`src/rtl/ch_aline_storage.sv`:
```
// Single-port register-file storage: DEPTH words of DATA_W bits with a
// registered, write-first read port and asynchronous active-low clear.
module ch_aline_storage #(
  parameter int DATA_W = 8,
  parameter int ADDR_W = 5,
  parameter int DEPTH  = 32
) (
  input  logic              clk,
  input  logic              rst,
  input  logic [ADDR_W-1:0] addr,
  input  logic [DATA_W-1:0] data_in,
  input  logic              wr_en,
  output logic [DATA_W-1:0] data_out
);

  logic [DATA_W-1:0] mem_q [DEPTH];
  logic [DATA_W-1:0] data_out_q;
  logic [DATA_W-1:0] data_out_d;
  logic              in_range;
  logic              wr_hit;

  // Only meaningful when DEPTH < 2**ADDR_W; otherwise always true.
  assign in_range = (32'(addr) < 32'(DEPTH));
  assign wr_hit   = wr_en && in_range;

  // Write-first: a same-cycle write bypasses the array into the read register.
  always_comb begin
    data_out_d = '0;
    if (wr_hit) begin
      data_out_d = data_in;
    end else if (in_range) begin
      data_out_d = mem_q[addr];
    end
  end

  always_ff @(posedge clk or negedge rst) begin
    if (!rst) begin
      for (int i = 0; i < DEPTH; i++) begin
        mem_q[i] <= '0;
      end
    end else if (wr_hit) begin
      mem_q[addr] <= data_in;
    end
  end

  always_ff @(posedge clk or negedge rst) begin
    if (!rst) begin
      data_out_q <= '0;
    end else begin
      data_out_q <= data_out_d;
    end
  end

  assign data_out = data_out_q;

endmodule

```
`config.mk`:
```
export PLATFORM = sky130hd
export DESIGN_NAME = ch_aline_storage
export DESIGN_NICKNAME = d
export VERILOG_FILES = /design/src/rtl/ch_aline_storage.sv
export SDC_FILE = /design/constraint.sdc
export NUM_CORES = 1
export LEC_CHECK = 0
export CAP_MARGIN = 20
export CORE_MARGIN = 4
export CORE_UTILIZATION = 55
export CTS_CLUSTER_DIAMETER = 100
export DETAILED_ROUTE_END_ITERATION = 6
export PLACE_DENSITY = 0.72
export SLEW_MARGIN = 25
export SYNTH_ARGS = -nofsm -noshare
export SYNTH_HDL_FRONTEND = slang
export SYNTH_SLANG_ARGS = --single-unit
```
`constraint.sdc`:
```
create_clock -name clk -period 3.5 [get_ports clk]
set_input_delay 1.05 -clock clk [delete_from_list [all_inputs] [get_ports clk]]
set_output_delay 1.05 -clock clk [all_outputs]
set_load 0.05 [all_outputs]
```
## Word level (Yosys, flattened, before mapping)

Cells that the tools add are included.

- Word-level logic and storage cells: 44
- Output and inout port bits: 8
- Bits of input ports: 16
- Flip-flop bits (word level): 264

- $lt $le $gt $ge: 2
- Mux-type cells: 7
- Reductions and logical operators: 1
- Bitwise gates (word level): 1

Operator list:

| cell | number |
|---|---|
| 256-bit bitwise mux | 1 |
| 8-bit binary-select mux with 5-bit select | 1 |
| 8-bit demux with 5-bit select | 1 |
| 8-bit 2-to-1 mux | 4 |
| 6-bit greater-or-equal comparator (second input constant) | 1 |
| 6-bit by 1-bit less-than comparator with 1-bit output (second input constant) | 1 |
| 5-bit NOT with 6-bit output | 1 |
| 1-bit logical AND | 1 |

## Logic depth before layout (Yosys ltp)

Gate-level depths: netlist of run 1.

- Depth after elaboration: 6
- Depth in mapped cells: 8
- Mapped depth without buffers: 5

## Worst setup path after synthesis of run 1

OpenSTA, ideal clock, no wires.

- Kind: input-to-reg
- From: input addr[0]
- To: register data_out_q[0] (netlist: data_out[0])
- Required time: 3.372 ns
- Data arrival time: 2.365 ns
- Path buffers: 3
- Slack: 1.006 ns
- Stages on the path: 8
- Setup time: 0.128 ns
- Cell sequence: buf_6 > buf_6 > buf_6 > mux2_2 > a31oi_1 > o21ai_0 > nor4_1 > o22ai_1

- Word-level cells in the longest chain between the ends: 5

RTL lines:

| what | RTL line | source |
|---|---|---|
| start, declared | 10 | `input logic [ADDR_W-1:0] addr,` |
| 5-bit NOT with 6-bit output (implied by the code) | 32 | `data_out_d = mem_q[addr];` |
| 8-bit binary-select mux with 5-bit select | 32 |  |
| 8-bit 2-to-1 mux (implied by the code) (2 in a row) | 32 |  |
| 8-bit 2-to-1 mux | 29 | `if (wr_hit) begin` |
| net data_out_d[0] | 18 | `logic [DATA_W-1:0] data_out_d;` |
| end signal, assigned | 50 | `data_out_q <= data_out_d;` |
| end, declared | 17 | `logic [DATA_W-1:0] data_out_q;` |

The timed path passes the listed nets, and every way through them passes these cells. The select of a mux whose other input is x is not followed.
A chain may end at the register's enable or synchronous reset.

## Worst setup path in the final report of run 1

- From: input addr[0]
- To: register data_out_q[2] (netlist: data_out[2])

The elaborated chain is that of the path after synthesis.

==> results of run 1 <==
-- layout by cell type (no fill, tap or decap), types with 11 or more instances in the layout --
| cell | instances |
|---|---|
| dfrtp_1 | 264 |
| mux2_2 | 242 |
| mux4_2 | 39 |
| mux2i_1 | 39 |
| buf_4 | 33 |
| nand2_1 | 31 |
| clkbuf_16 | 29 |
| o21ai_0 | 23 |
| clkdlybuf4s50_1 | 20 |
| nor2_1 | 16 |
| nor2_2 | 12 |
| o22ai_1 | 11 |
-- through the flow --
stage / instances / power [mW] / worst slack (ns) / hold WS [ns]
after global routing: 1176 / 8.83 / 0.516 / 0.492
after detailed placement: 1124 / 5.38 / 0.0394 / 0.470
final: 1176 / 8.49 / 0.605 / 0.456
after CTS: 1176 / 8.55 / 0.626 / 0.468
after global placement: 1124 / 5.27 / 0.0914 / 0.457
after floorplan: 837 / 4.87 / 1.01 / 0.442
-- per-layer routing --
layer | up-vias | GRT usage
met5 | - | 0
met4 | 0 | 0.0590
met3 | 72 | 0.0412
met2 | 247 | 0.403
met1 | 3958 | 0.360
li1 | 3174 | -
-- kinds of logic (layout without fill, tap and decap cells) --
| kind of cell | count (synthesis) | count (layout) |
|---|---|---|
| flip-flops | 264 | 264 |
| AO/OA/AOI/OAI | 63 | 63 |
| buffers and inverters | 62 | 121 |
| AND/OR/NAND/NOR | 117 | 117 |
| multiplexers | 331 | 331 |
-- power by group through the flow --
stage | Combinational, mW | Clock [mW] | Sequential (mW)
4_1_cts | 1.39 | 3.21 | 3.94
3_5_place_dp | 1.39 | 0 | 4.00
6_report | 1.39 | 3.16 | 3.94
2_1_floorplan | 0.953 | 0 | 3.92
5_1_grt | 1.49 | 3.33 | 4.01
3_3_place_gp | 1.33 | 0 | 3.94
-- path summary, 6_finish.rpt --
check	from	end	slack, ns	cells past startpoint
setup / recovery	addr[0]	data_out[2]	0.61	8
hold / removal	rst	mem_q[104]	0.46	1
setup reg to reg	mem_q[32]	data_out[0]	1.56	4
hold reg to reg	mem_q[215]	mem_q[215]	0.48	2
max in group asynchronous	rst	mem_q[164]	2.20	2
min in group clk	mem_q[215]	mem_q[215]	0.48	2
-- area by class of cell --
cell class	instances	area (um2)
Sequential cell	264	6610
Tap cell	280	350
Timing Repair Buffer	63	628
Clock buffer	40	847
Inverter	6	22.5
Fill cell	1583	7940
Multi-Input combinational cell	511	5340
Clock inverter	12	163
-- registers in the layout, summed over array words and instances, names as in the netlist --
signal and count:
data_out 8, mem_q 256
-- worst max-delay path, delay by kind of cell --
| kind | cells | cell delay [ns] |
|---|---|---|
| compound gates | 2 | 0.29 |
| buf+inv | 4 | 1.05 |
| mux | 1 | 0.31 |
| simple gates | 1 | 0.53 |
==> flow_summary.ini, run 1 <==
[synthesis]
synth.most_common_cell = dfrtp_1
yosysTopAreaCell = dfrtp_1
synth.avg_cell_area_um2 = 14.7
yosys.area_share.simple = 0.0594
muxShareOfSynthArea = 0.341
netlist_instances = 837
synthFlopType = dfrtp_1
synth_top_area_share = 0.538
synthTopCellsByCount = dfrtp_1, mux2_2, mux2i_1, mux4_2, nand2_1
ys_warn_count = 0
ys_ff_latch = 264
synth_edf_count = 0
synthAdderAreaFrac = 0
synth.area.top_cells = dfrtp_1, mux2_2, mux4_2
syn_nets = 853
synthDistinctLibCells = 55
synth-compound-area-share = 0.0337
synth_top_family_by_area = multiplexers
syn-cell-area_um2 = 12300
synthXorXnorAreaFrac = 0
synthArstFlopShare = 1.00
synth_seq_area_share = 0.538

[global_routing]
antenna_found_initial = 0
grt.total_usage = 0.249
grt_pass1_wl_um = 47600
grt_max_degree = 82
grt_pass1_vias = 8032
overflow = 0

[setup_path]
crit_chain = buf_4, buf_12, buf_4, buf_4, mux2i_1, o22ai_1, nor4_1, o22ai_1
critPathKind = input port to register
path_max_fanout = 30
cp_slowest_stage_delay_ns = 0.53
worst-endpoint-arrival_ns = 3.29
cp.required_ns = 3.89
end_kind = register
cp-start-kind = input port
cp_common_cell = buf_4
cp_slowest_cell = nor4_1

[routing]
drt_iter0_markers = 600
met1_length_um = 13000
antenna_left = 0
vias = 7451
drc = 0
post_drt_wl_per_cell_um = 25.4
via_per_inst = 6.34
dr_wl_met3_um = 1660
highest_layer = met4
routed_wirelength_um = 29800
drt_pre_antenna_iters = 5
wl_met2_um = 14400

[final_layout]
n_antenna_cell = 0
layout.nets = 890
final_area_um2 = 14000
finish.utilization = 0.637
syn2layout_area_growth_pct = 13.6
drive_gt1_frac = 0.453

[power]
p_sw_mw = 2.12
p_int_mw = 6.37
seqPwrFrac = 0.464
clkPwrFrac = 0.372
worst_ir_drop_vdd_uv = 387
leakage_nw = 6.19
powerDensity_nw_per_um2 = 609
p_comb_frac = 0.163
swShare = 0.250

[place]
gp_congestion = 0.905
place_area_um2 = 12900
hpwl_um = 20300
io_buffers = 23

[clock_tree]
clockBufferDepth = 3
clkLatencyLatePin_ns = 0.53
post_cts_buffers = 0
hold_buffers = 0
cts_tree = yes
path_clk_slew_ns = 0.06
ctsResizeCount = 0
cts.sinks = 264
cts_made_buffers = 28
h-tree-depth = 1
root_buffer = clkbuf_16

[sta]
final_max_slew_viol_count = 0
setup_viol = 0
rsz0062_at_grt = false
fin_worst_skew_ns = 0.00585
finalCritPeriodShare = 0.827
max_clock_freq_mhz = 345
timing_hold_violations_final = 0
slew_headroom = 0.412
finalSetupTns_ns = 0
max_slew.worst_pin.slew_ns = 0.879
period_minus_slack_ns = 2.89

[floorplanning]
die_x_um = 157
dieArea_um2 = 24800
initial_utilization = 0.561
core_um2 = 21900
pin_count = 24
rows = 54
die_h_um = 157

[hold_path]
hp-class = input port to asynchronous set/reset pin

[run_status]
outcome = finished, final reports clean

[run]
max-cap-violations = 0
No activity file was read; power rests on OpenSTA's default activity.
==> run 2, diff against run 1 <==
PLACE_DENSITY = 0.75   (was 0.72)
clock period = 2.4 ns   (was 3.5 ns; I/O delays follow)
==> flow_summary.ini, run 2 (synthesized netlist as in run 1, its figures left out) <==
[final_layout]
largest_register_ffs = 256
layout.nets = 986
n_antenna_cell = 0
layout_common_cells = dfrtp_1, mux2_2, buf_4, mux4_2, mux2i_1
finish.utilization = 0.682
final_common_cell = dfrtp_1
syn2layout_area_growth_pct = 21.6
regMostFlops = mem_q
drive_gt1_frac = 0.504

[setup_path]
r2r.worst_path.cells = 4
endpoint = data_out[0]
rr_startpoint = mem_q[40]
r2r_end = data_out[0]
cp-start-kind = input port
ff2ff_setup_slack_ns = 0.47
critPathKind = input port to register
path_max_fanout = 14
cp.required_ns = 2.79
worst-endpoint-arrival_ns = 2.81
end_kind = register
crit_start = addr[4]

[sta]
fin_worst_skew_ns = 0.00996
max_clock_freq_mhz = 413
fin_ws_ns = -0.0237
final_max_slew_viol_count = 0
setup_viol = 1
max_slew.worst_pin.slew_ns = 0.513
hold_ws_ns = 0.0977
timing_hold_violations_final = 0
finalCritPeriodShare = 1.01
rsz0062_at_grt = false
period_minus_slack_ns = 2.42
slew_headroom = 0.655

[place]
hpwl_um = 22200
gp_congestion = 0.955
io_buffers = 23

[clock_tree]
h-tree-depth = 1
hold_buffers = 0
clkLatencyLatePin_ns = 0.54
post_cts_buffers = 0
root_buffer = clkbuf_16
cts_made_buffers = 28
clockBufferDepth = 3
path_clk_slew_ns = 0.06
cts_tree = yes
cts.sinks = 264

[global_routing]
grt_pass1_wl_um = 50700
grt_max_degree = 61
grt_pass1_vias = 8683
antenna_found_initial = 0
grt.total_usage = 0.268
overflow = 0

[routing]
drt_iter0_markers = 476
drc = 0
via_per_inst = 6.14
routed_wirelength_um = 32000
vias = 7806
drt_pre_antenna_iters = 5
antenna_left = 0
post_drt_wl_per_cell_um = 25.2

[floorplanning]
rows = 54
pin_count = 24
die_h_um = 157
core_um2 = 21900
die_x_um = 157
dieArea_um2 = 24800
initial_utilization = 0.561

[run]
max-cap-violations = 0

[hold_path]
hp-class = input port to asynchronous set/reset pin

[power]
worst_ir_drop_vdd_uv = 539
powerDensity_nw_per_um2 = 831
leakage_nw = 6.73

[run_status]
failed_checks = negative setup slack
outcome = finished with violations
[run 2: final cells by class]
type / count / area (um2)
Clock buffer: 45 / 856
Timing Repair Buffer: 159 / 1630
Fill cell: 1510 / 6960
Clock inverter: 6 / 109
Inverter: 6 / 22.5
Multi-Input combinational cell: 511 / 5360
Tap cell: 280 / 350
Sequential cell: 264 / 6610
[run 2: through the flow]
step | cells | setup slack [ns] | area (um2) | power, mW | TNS [ns]
after floorplan | 837 | 0.236 | 12300 | 7.10 | 0
after global placement | 1220 | -0.675 | 14000 | 7.83 | -54.45
after detailed placement | 1220 | -0.714 | 14000 | 8.01 | -57.81
after CTS | 1271 | 0.000645 | 14900 | 12.5 | 0
after global routing | 1271 | 0.00223 | 14900 | 12.9 | 0
final | 1271 | -0.0237 | 14900 | 12.4 | -0.0237
[run 2: report_power, final]
group | internal (mW) | switching (mW) | total, mW
sequential | 5.31 | 0.470 | 5.78
combinational | 1.20 | 0.961 | 2.16
clock | 2.75 | 1.71 | 4.46
total | 9.26 | 3.15 | 12.4
[run 2: layer usage]
metal  up-vias  part of all wire  wire length (um)  global-route usage
met2       240              0.49             15800               0.444
met1      4107              0.40             12900               0.349
met3        89             0.060              1930              0.0572
met5         -                 0                 0                   0
met4         0             0.041              1320               0.106
li1       3370                 -                 -                   -
[run 2: worst min path at each step]
stage / start / cells after the start / slack, ns / endpoint
3_5_place_dp: mem_q[127] / 2 / 0.47 / mem_q[127]
4_1_cts: rst / 1 / 0.1 / mem_q[126]
5_1_grt: rst / 1 / 0.10 / mem_q[104]
3_3_place_gp: mem_q[195] / 2 / 0.46 / mem_q[195]
6_report: rst / 1 / 0.1 / mem_q[104]
2_1_floorplan: rst / 0 / 0.42 / data_out[0]
[run 2: repair_timing]
| action | CTS | global route |
|---|---|---|
| gates resized for setup | 10 | 2 |
| pin swaps | 0 | 0 |
| setup endpoints to repair | 10 | 2 |
[run 2: worst max-delay path, cell delays in order]
cell and delay (ns):
clkdlybuf4s50_1 0.51, buf_12 0.17, buf_4 0.14, nor3_1 0.04, buf_4 0.14, nand2_1 0.11, buf_4 0.13, o21ai_0 0.16
nor4_2 0.48, o22ai_1 0.19
